$ cat src/rtl/dm_pkg.sv
// rtl/dm_pkg.sv - shared encodings for the data-memory access controller
package dm_pkg;

  // Default word-index width of the data memory (1024 words)
  localparam int DM_ADDR_W = 10;

  typedef enum logic [2:0] {
    OP_LW  = 3'd0,
    OP_LH  = 3'd1,
    OP_LHU = 3'd2,
    OP_LB  = 3'd3,
    OP_LBU = 3'd4,
    OP_SW  = 3'd5,
    OP_SH  = 3'd6,
    OP_SB  = 3'd7
  } dm_op_e;

  typedef enum logic [2:0] {
    S_IDLE  = 3'd0,
    S_RD    = 3'd1,
    S_MERGE = 3'd2,
    S_WR    = 3'd3,
    S_ERR   = 3'd4
  } dm_state_e;

endpackage

$ cat src/rtl/dm_lane_unit.sv
// rtl/dm_lane_unit.sv - byte/halfword lane select, extend, merge and alignment check
module dm_lane_unit
  import dm_pkg::*;
(
  input  logic [2:0]  op,
  input  logic [1:0]  addr_lo,
  input  logic [31:0] word,
  input  logic [15:0] wdata,
  output logic [31:0] merged,
  output logic [31:0] load_val,
  output logic        misalign
);

  dm_op_e     op_e;
  logic [7:0] lane_byte;
  logic [15:0] lane_half;

  assign op_e = dm_op_e'(op);

  // Little-endian lane pick from the memory word
  always_comb begin
    lane_byte = word[7:0];
    case (addr_lo)
      2'd0: lane_byte = word[7:0];
      2'd1: lane_byte = word[15:8];
      2'd2: lane_byte = word[23:16];
      2'd3: lane_byte = word[31:24];
      default: lane_byte = word[7:0];
    endcase
    lane_half = addr_lo[1] ? word[31:16] : word[15:0];
  end

  // Load extension; stores produce zero so the response data stays clean
  always_comb begin
    load_val = '0;
    case (op_e)
      OP_LW:  load_val = word;
      OP_LH:  load_val = {{16{lane_half[15]}}, lane_half};
      OP_LHU: load_val = {16'h0000, lane_half};
      OP_LB:  load_val = {{24{lane_byte[7]}}, lane_byte};
      OP_LBU: load_val = {24'h000000, lane_byte};
      default: load_val = '0;
    endcase
  end

  // Store merge: replace only the addressed lane of the word just read
  always_comb begin
    merged = word;
    case (op_e)
      OP_SH: merged = addr_lo[1] ? {wdata[15:0], word[15:0]} : {word[31:16], wdata[15:0]};
      OP_SB: begin
        case (addr_lo)
          2'd0: merged = {word[31:8], wdata[7:0]};
          2'd1: merged = {word[31:16], wdata[7:0], word[7:0]};
          2'd2: merged = {word[31:24], wdata[7:0], word[15:0]};
          2'd3: merged = {wdata[7:0], word[23:0]};
          default: merged = word;
        endcase
      end
      default: merged = word;
    endcase
  end

  // Word ops need a word boundary, halfword ops an even address, bytes never fault
  always_comb begin
    misalign = 1'b0;
    case (op_e)
      OP_LW, OP_SW:         misalign = (addr_lo != 2'b00);
      OP_LH, OP_LHU, OP_SH: misalign = addr_lo[0];
      default:              misalign = 1'b0;
    endcase
  end

endmodule

$ cat src/rtl/dm_rmw_ctrl.sv
// rtl/dm_rmw_ctrl.sv - MEM-stage to word-memory controller with sub-word read-modify-write
module dm_rmw_ctrl
  import dm_pkg::*;
#(
  parameter int ADDR_W = DM_ADDR_W
) (
  input  logic              clk,
  input  logic              reset,
  input  logic              req_valid,
  output logic              req_ready,
  input  logic [2:0]        req_op,
  input  logic [31:0]       req_addr,
  input  logic [31:0]       req_wdata,
  input  logic [31:0]       req_pc,
  output logic              resp_valid,
  output logic [31:0]       resp_rdata,
  output logic              resp_err,
  output logic [ADDR_W-1:0] mem_addr,
  output logic              mem_we,
  output logic [31:0]       mem_wdata,
  input  logic [31:0]       mem_rdata,
  output logic [31:0]       trace_pc,
  output logic [31:0]       trace_addr
);

  dm_state_e   state;
  dm_state_e   state_next;
  logic [2:0]  op_q;
  logic [31:0] addr_q;
  logic [31:0] wdata_q;
  logic [31:0] pc_q;
  logic        is_idle;
  logic [2:0]  lane_op;
  logic [1:0]  lane_addr;
  logic [31:0] merged_word;
  logic [31:0] load_val;
  logic        misalign;

  assign is_idle = (state == S_IDLE);

  // In IDLE the lane unit sees the incoming request so its misalign flag can steer
  // the accept; in every other state it works on the latched request only, and the
  // data outputs are ignored in IDLE.
  assign lane_op   = is_idle ? req_op : op_q;
  assign lane_addr = is_idle ? req_addr[1:0] : addr_q[1:0];

  dm_lane_unit u_lane (
    .op       (lane_op),
    .addr_lo  (lane_addr),
    .word     (mem_rdata),
    .wdata    (wdata_q[15:0]),
    .merged   (merged_word),
    .load_val (load_val),
    .misalign (misalign)
  );

  // State register
  always_ff @(posedge clk) begin
    if (reset) begin
      state <= S_IDLE;
    end else begin
      state <= state_next;
    end
  end

  // Capture the request on accept; held until the next accept
  always_ff @(posedge clk) begin
    if (reset) begin
      op_q    <= '0;
      addr_q  <= '0;
      wdata_q <= '0;
      pc_q    <= '0;
    end else if (is_idle && req_valid) begin
      op_q    <= req_op;
      addr_q  <= req_addr;
      wdata_q <= req_wdata;
      pc_q    <= req_pc;
    end
  end

  // Next-state: full-word stores skip the read, sub-word ops read first
  always_comb begin
    state_next = state;
    case (state)
      S_IDLE: begin
        if (req_valid) begin
          if (misalign) begin
            state_next = S_ERR;
          end else if (req_op == OP_SW) begin
            state_next = S_WR;
          end else begin
            state_next = S_RD;
          end
        end
      end
      S_RD:    state_next = S_MERGE;
      S_MERGE: state_next = S_IDLE;
      S_WR:    state_next = S_IDLE;
      S_ERR:   state_next = S_IDLE;
      default: state_next = S_IDLE;
    endcase
  end

  // Outputs decoded from state and latched request; suppressed during reset so an
  // interrupted RMW never writes or responds
  always_comb begin
    req_ready  = is_idle;
    resp_valid = 1'b0;
    resp_err   = 1'b0;
    resp_rdata = '0;
    mem_we     = 1'b0;
    mem_wdata  = '0;
    if (!reset) begin
      case (state)
        S_MERGE: begin
          resp_valid = 1'b1;
          if (op_q == OP_SH || op_q == OP_SB) begin
            mem_we    = 1'b1;
            mem_wdata = merged_word;
          end else begin
            resp_rdata = load_val;
          end
        end
        S_WR: begin
          resp_valid = 1'b1;
          mem_we     = 1'b1;
          mem_wdata  = wdata_q;
        end
        S_ERR: begin
          resp_valid = 1'b1;
          resp_err   = 1'b1;
        end
        default: begin
          resp_valid = 1'b0;
        end
      endcase
    end
  end

  assign mem_addr   = addr_q[ADDR_W+1:2];
  assign trace_pc   = pc_q;
  assign trace_addr = {addr_q[31:2], 2'b00};

endmodule

$ cat config.mk
export PLATFORM = sky130hd
export DESIGN_NAME = dm_rmw_ctrl
export DESIGN_NICKNAME = d
export VERILOG_FILES = /design/src/rtl/dm_pkg.sv /design/src/rtl/dm_lane_unit.sv /design/src/rtl/dm_rmw_ctrl.sv
export SDC_FILE = /design/constraint.sdc
export NUM_CORES = 1
export LEC_CHECK = 0
export CORE_ASPECT_RATIO = 0.6
export CORE_UTILIZATION = 30
export CTS_CLUSTER_SIZE = 8
export DETAILED_ROUTE_END_ITERATION = 8
export SYNTH_ARGS = -nofsm -noshare
export SYNTH_HDL_FRONTEND = slang
export SYNTH_SLANG_ARGS = --single-unit
$ cat constraint.sdc
create_clock -name clk -period 6 [get_ports clk]
set_clock_uncertainty 0.1 [all_clocks]
set_input_delay 0.6 -clock clk [delete_from_list [all_inputs] [get_ports clk]]
set_output_delay 0.6 -clock clk [all_outputs]
set_load 0.005 [all_outputs]
==> results of run 1 <==
metrics by stage:
stage,std cells,util [%]
after floorplan,729,-
after global placement,1151,44.8
after detailed placement,1151,44.8
after CTS,1167,46.5
after global routing,1167,46.5
final,1167,46.5
cell usage after synthesis, types with 4 or more instances:
cell	n	share of area (%)
nor2_1	28	1.8
buf_2	16	1.4
a22oi_1	16	2.1
mux2i_1	32	5.6
nand2_1	214	14
dfxtp_1	102	36
clkbuf_1	31	2.0
mux4_2	9	3.6
nor3_1	7	0.62
o21a_1	9	1.2
a21o_1	17	2.2
a22o_1	8	1.2
a221o_1	8	1.4
o22ai_1	8	0.88
nand2b_1	5	0.55
a21oi_1	102	9.0
o2bb2ai_1	8	1.2
nand3b_1	4	0.53
buf_6	4	0.79
buf_4	44	5.8
o21ai_0	11	0.97
path summary, 6_finish.rpt:
kind / end / slack, ps
setup / recovery: resp_rdata[25] / 1390
hold / removal: trace_pc[2] / 350
setup reg to reg: addr_q[1] / 2880
hold reg to reg: trace_pc[2] / 350
report_power, final:
group / total (mW) / switching (mW) / internal, mW
sequential: 0.784 / 0.0525 / 0.732
clock: 0.636 / 0.299 / 0.338
combinational: 0.476 / 0.233 / 0.242
state kept, by name, indices dropped and copies added, names as in the netlist:
| name | cells |
|---|---|
| addr_q | 32 |
| op_q | 3 |
| state | 3 |
| trace_pc | 32 |
| wdata_q | 32 |
worst max-delay path: cells and delay by family, from the launching register on:
kind            cells  cell delay, ps
flops               1             440
compound gates      2            1030
buf+inv             2             890
simple gates        2             800
mux                 1             400
per-layer routing:
layer | vias to the layer above | wire, um | global-route usage [%]
li1 | 2864 | - | -
met5 | - | 0 | 0
met1 | 2781 | 9830 | 30.7
met2 | 276 | 8980 | 31.3
met3 | 13 | 2540 | 8.32
met4 | 0 | 178 | 3.76
area by class of cell:
| cell class | count | area share, % |
|---|---|---|
| Clock inverter | 7 | 1.12 |
| Inverter | 4 | 0.235 |
| Tap cell | 240 | 3.52 |
| Clock buffer | 9 | 2.64 |
| Timing Repair Buffer | 278 | 32.5 |
| Sequential cell | 102 | 24.0 |
| Multi-Input combinational cell | 527 | 36.0 |
logic make-up (layout without fill, tap and decap cells):
family,after synthesis,count (layout),synth area share (%)
other cells,1,2,0.0659
compound gates,205,205,23.5
simple gates,277,277,20.3
flops,102,102,35.9
mux,43,43,9.82
buf+inv,100,298,10.5
==> metrics.md, run 1 <==
| Metric | Value |
|---|---|
| Post-synth EDFFs | `0` |
| Most used DFF post-synth | `dfxtp_1` |
| PnR worst setup slack | `around 1400 ps` |
| Die area | `about 20,000 um^2` |
| Port Buf Inserts | `between 200 and 300` |
| Worst slack at placement | `~1700 ps` |
| Post_cts resized | `0` |
| Final Critical Period | `roughly 4600 ps` |
| Distinct cell type count of the synthesized netlist | `53` |
| CTS H-tree depth | `3` |
| Startpoint types | `register` |
| Worst setup path class | `reg -> out` |
| RSZ-0062 raised after global routing | `no` |
| Hold Path Depth | `2` |
| Worst EP arrival | `just under 4000 ps` |
| Hold Vio Cnt, Final | `0` |
| Grt ovf | `0` |
| FF/Latch Area | `between 2000 and 2500 um^2` |
| Vias in the first global route | `approximately 5,400` |
| Max-cap viol count | `0` |
| Rel. slew slack | `a little under an eighth` |
| Worst Tran Pin Value | `1310 ps` |
| FMAX | `around 0.22 GHz` |
| Synthesized flop and latch total | `approximately 100` |
| Post-CTS Hold Buffers | `0` |
| Initial DRC Count | `between 400 and 500` |
| Root buf cell | `clkbuf_16` |
| Placed Area | `8200 um^2` |
| Post-CTS setup buffers | `0` |
| Worst VDD drop | `~130 uV` |
| Post-route ant nets | `0` |
| GRT Util Overall | `between 20% and 30%` |
| Yosys warning total | `0` |
| Worst hold path class | `reg -> reg` |
| Drt pass-1 iters | `9` |
| Dpl hpwl | `about 16 mm` |
| CTS Sinks | `102` |
| Number of I/O pins | `about 280` |
| Final period utilization | `between 70% and 80%` |
| Die height | `approximately 110 um` |
| Routed WL per cell | `about 18 um` |
| Hold Startpoint | `trace_pc[2]` |
| Leak Pwr | `roughly 3.1 nW` |
| Total core area | `approximately 18,000 um^2` |
| Finished Cell Area | `8520 um^2` |
| Critical Path, Cell by Cell | `or3_1 -> clkinv_4 -> mux2i_2 -> nor2b_1 -> a2111oi_4 -> a21o_1 -> clkdlybuf4s50_1` |
| Crit Path Max Fanout | `21` |
| FILL cells | `roughly 1,900` |
| Row count | `38` |
| Initial antenna violation count | `1` |
| Fraction of registers with async set/reset | `0%` |
| Worst-path clk slew | `80 ps` |
| Failing checks | `design-rule violations` |
| Outcome | `complete, but fails checks` |
| Synth Instances | `between 700 and 800` |
| Ant. Diodes | `0` |
| FF-to-FF path depth | `6` |
| Pins over their slew limit | `0` |
| R2R Path Start | `state[0]` |
| First-pass GRT wire length | `roughly 33 mm` |
| Share of cells above drive strength 1 | `approximately 4.9%` |
| Via count | `roughly 5,900` |
| Drt via density | `between 5 and 6` |
| Mapped Avg Cell Area | `slightly below 8 um^2` |
| Largest net degree at the start of global routing | `70` |
| Crit path launch | `state[0]` |
| Crit end category | `primary output` |
| Total power | `roughly 1.9 mW` |
| # DRC | `20` |
| Multi-input logic area | `slightly above 3000 um^2` |
| Fin Setup TNS | `0 ps` |
| Initial Util | `between 30 and 40%` |
| Clk Latency, worst-skew pair | `340 ps` |
| Hold Slack | `about 350 ps` |
| CTS tree | `built` |
| Area Growth Syn to Fin | `49.6%` |
| Num CTS Buffers | `9` |
| Crit-path max cell delay | `about 900 ps` |
| Critical path's slowest cell | `a2111oi_4` |
| Worst path required time | `5300 ps` |
| Commonest non-fill, non-tap cell in the layout | `clkdlybuf4s50_1` |
| Setup violators final | `0` |
| NumNets Final | `1,056` |
| Routed WL | `21.5 mm` |
| Cell area after synthesis | `between 5000 and 6000 um^2` |
| Register area share after synthesis | `35.9%` |
| Clk buf depth | `2` |
| DIE WIDTH | `~180 um` |
| Commonest cells after routing, fill and taps aside | `272 x clkdlybuf4s50_1, 213 x nand2_1, 102 x a21oi_1, 102 x dfxtp_1, 32 x mux2i_1` |
| Routability cong. | `slightly above 0.9` |
| Power density over cell area | `~220 nW/um^2` |
Note: power is estimated with default switching activity, not from simulation.
==> run 2: changes to the inputs <==
- clock period: 6 -> 3.8 ns (I/O delays scaled with it)
==> metrics.md, run 2 (synthesized netlist as in run 1, its figures left out) <==
| Metric | Value |
|---|---|
| Post-CTS setup buffers | `0` |
| Crit-path max cell delay | `around 570 ps` |
| Switching Share | `30.8%` |
| Largest net degree at the start of global routing | `72` |
| Routed WL per cell | `~18 um` |
| GRT Util Overall | `21.6%` |
| Worst-path clk slew | `80 ps` |
| Routability cong. | `0.891` |
| Hold Vio Cnt, Final | `0` |
| Post_cts resized | `0` |
| Worst setup path class | `reg -> out` |
| FMAX | `around 0.27 GHz` |
| Commonest cells after routing, fill and taps aside | `272 x clkdlybuf4s50_1, 213 x nand2_1, 102 x a21oi_1, 102 x dfxtp_1, 32 x mux2i_1` |
| Share of cells above drive strength 1 | `under 10%` |
| CTS H-tree depth | `3` |
| Worst Path Buf+Inv | `2` |
| Critical Path, Cell by Cell | `or3_1 -> buf_4 -> nor4b_4 -> o21ai_1 -> a211oi_4 -> a22o_1 -> clkdlybuf4s50_1` |
| Critical path's slowest cell | `a211oi_4` |
| Vias in the first global route | `about 5,600` |
| Worst hold path class | `reg -> reg` |
| Sequential Power Share | `40.9%` |
| Rel. slew slack | `41.3%` |
| Sw Pwr | `0.930 mW` |
| Post-CTS Hold Buffers | `0` |
| Number of I/O pins | `276` |
| DIE WIDTH | `approximately 180 um` |
| Initial antenna violation count | `1` |
| Die height | `109 um` |
| Initial DRC Count | `approximately 470` |
| Post-route ant nets | `0` |
| Die area | `19,600 um^2` |
| CTS tree | `built` |
| NumNets Final | `~1,100` |
| Row count | `38` |
| Worst Tran Pin Value | `between 800 and 900 ps` |
| Grt ovf | `0` |
| Setup violators final | `0` |
| Startpoint types | `register` |
| Finished Cell Area | `between 8000 and 9000 um^2` |
| Fin Setup TNS | `0 ps` |
| Commonest non-fill, non-tap cell in the layout | `clkdlybuf4s50_1` |
| Worst VDD drop | `223 uV` |
| Worst path required time | `3320 ps` |
| Ant. Diodes | `0` |
| Root buf cell | `clkbuf_16` |
| Via count | `about 6,000` |
| Total core area | `18,300 um^2` |
| Dpl hpwl | `15.9 mm` |
| Drt via density | `approximately 5.0` |
| Failing checks | `design-rule violations` |
| CTS Sinks | `102` |
| Leak Pwr | `3.20 nW` |
| Logic pwr share | `25.7%` |
| Placed Area | `approximately 8300 um^2` |
| Initial Util | `31.1%` |
| Final period utilization | `between 90 and 100%` |
| Clk buf depth | `2` |
| Routed WL | `between 20 and 25 mm` |
| Num CTS Buffers | `9` |
| Final Critical Period | `between 3000 and 4000 ps` |
| Crit Path Max Fanout | `13` |
| Clk Latency, worst-skew pair | `around 350 ps` |
| Area Growth Syn to Fin | `52.0%` |
| Drt pass-1 iters | `7` |
| First-pass GRT wire length | `between 30 and 40 mm` |
| Clk pwr share | `roughly 33%` |
| CP delay by family, top | `compound AO/OA/AOI/OAI gates` |
| Fin util | `a little under half` |
| Max-cap viol count | `0` |
| Crit end category | `primary output` |
| Power density over cell area | `roughly 350 nW/um^2` |
| Pins over their slew limit | `0` |
| Pint | `2.09 mW` |
| Outcome | `complete, but fails checks` |
| RSZ-0062 raised after global routing | `no` |
| # DRC | `20` |
| Port Buf Inserts | `about 270` |
| Worst EP arrival | `3170 ps` |
-- run 2: tightest hold or removal path: stages (launching register included) --
cell and delay, ps:
dfxtp_1 310, nand2_1 50, a21oi_1 50
-- run 2: path summary, 6_finish.rpt --
check	start	slack [ps]	cells past startpoint	endpoint
min	addr_q[31]	350	2	addr_q[31]
max	state[0]	150	7	mem_wdata[7]
min reg2reg	addr_q[31]	350	2	addr_q[31]
max reg2reg	state[0]	1410	6	wdata_q[8]
-- run 2: cell type report --
type                    instances  area (um^2)
clock inverters                 7         95.1
clock buffers                   9          225
well taps                     240          300
inverters                       4         20.0
fillers                      1845         9650
flip-flops and latches        102         2040
multi-input cells             527         3070
repair buffers                294         2900
-- run 2: routing by layer --
layer,wire [um],GRT usage (%),up-vias
met5,0,0,-
met1,10200,29.9,2763
li1,-,-,2886
met4,219,4.13,0
met3,2230,7.41,16
met2,8920,32.5,244
-- run 2: power by group through the flow --
stage               Sequential, mW  Clock [mW]  Combinational [mW]
global placement              1.25           0               0.776
CTS                           1.23        1.03               0.779
finish                        1.23        1.01               0.775
floorplan                     1.23           0               0.441
global route                  1.25        1.07               0.845
detailed placement            1.26           0               0.776
-- run 2: stage by stage --
step / std cells / total power [mW] / hold slack, ps / setup WS, ps
finish: 1183 / 3.02 / 354 / 155
global route: 1183 / 3.16 / 375 / 39.9
CTS: 1183 / 3.05 / 357 / 161
detailed placement: 1167 / 2.03 / 346 / 373
global placement: 1167 / 2.03 / 341 / 403
floorplan: 729 / 1.67 / 337 / 1230
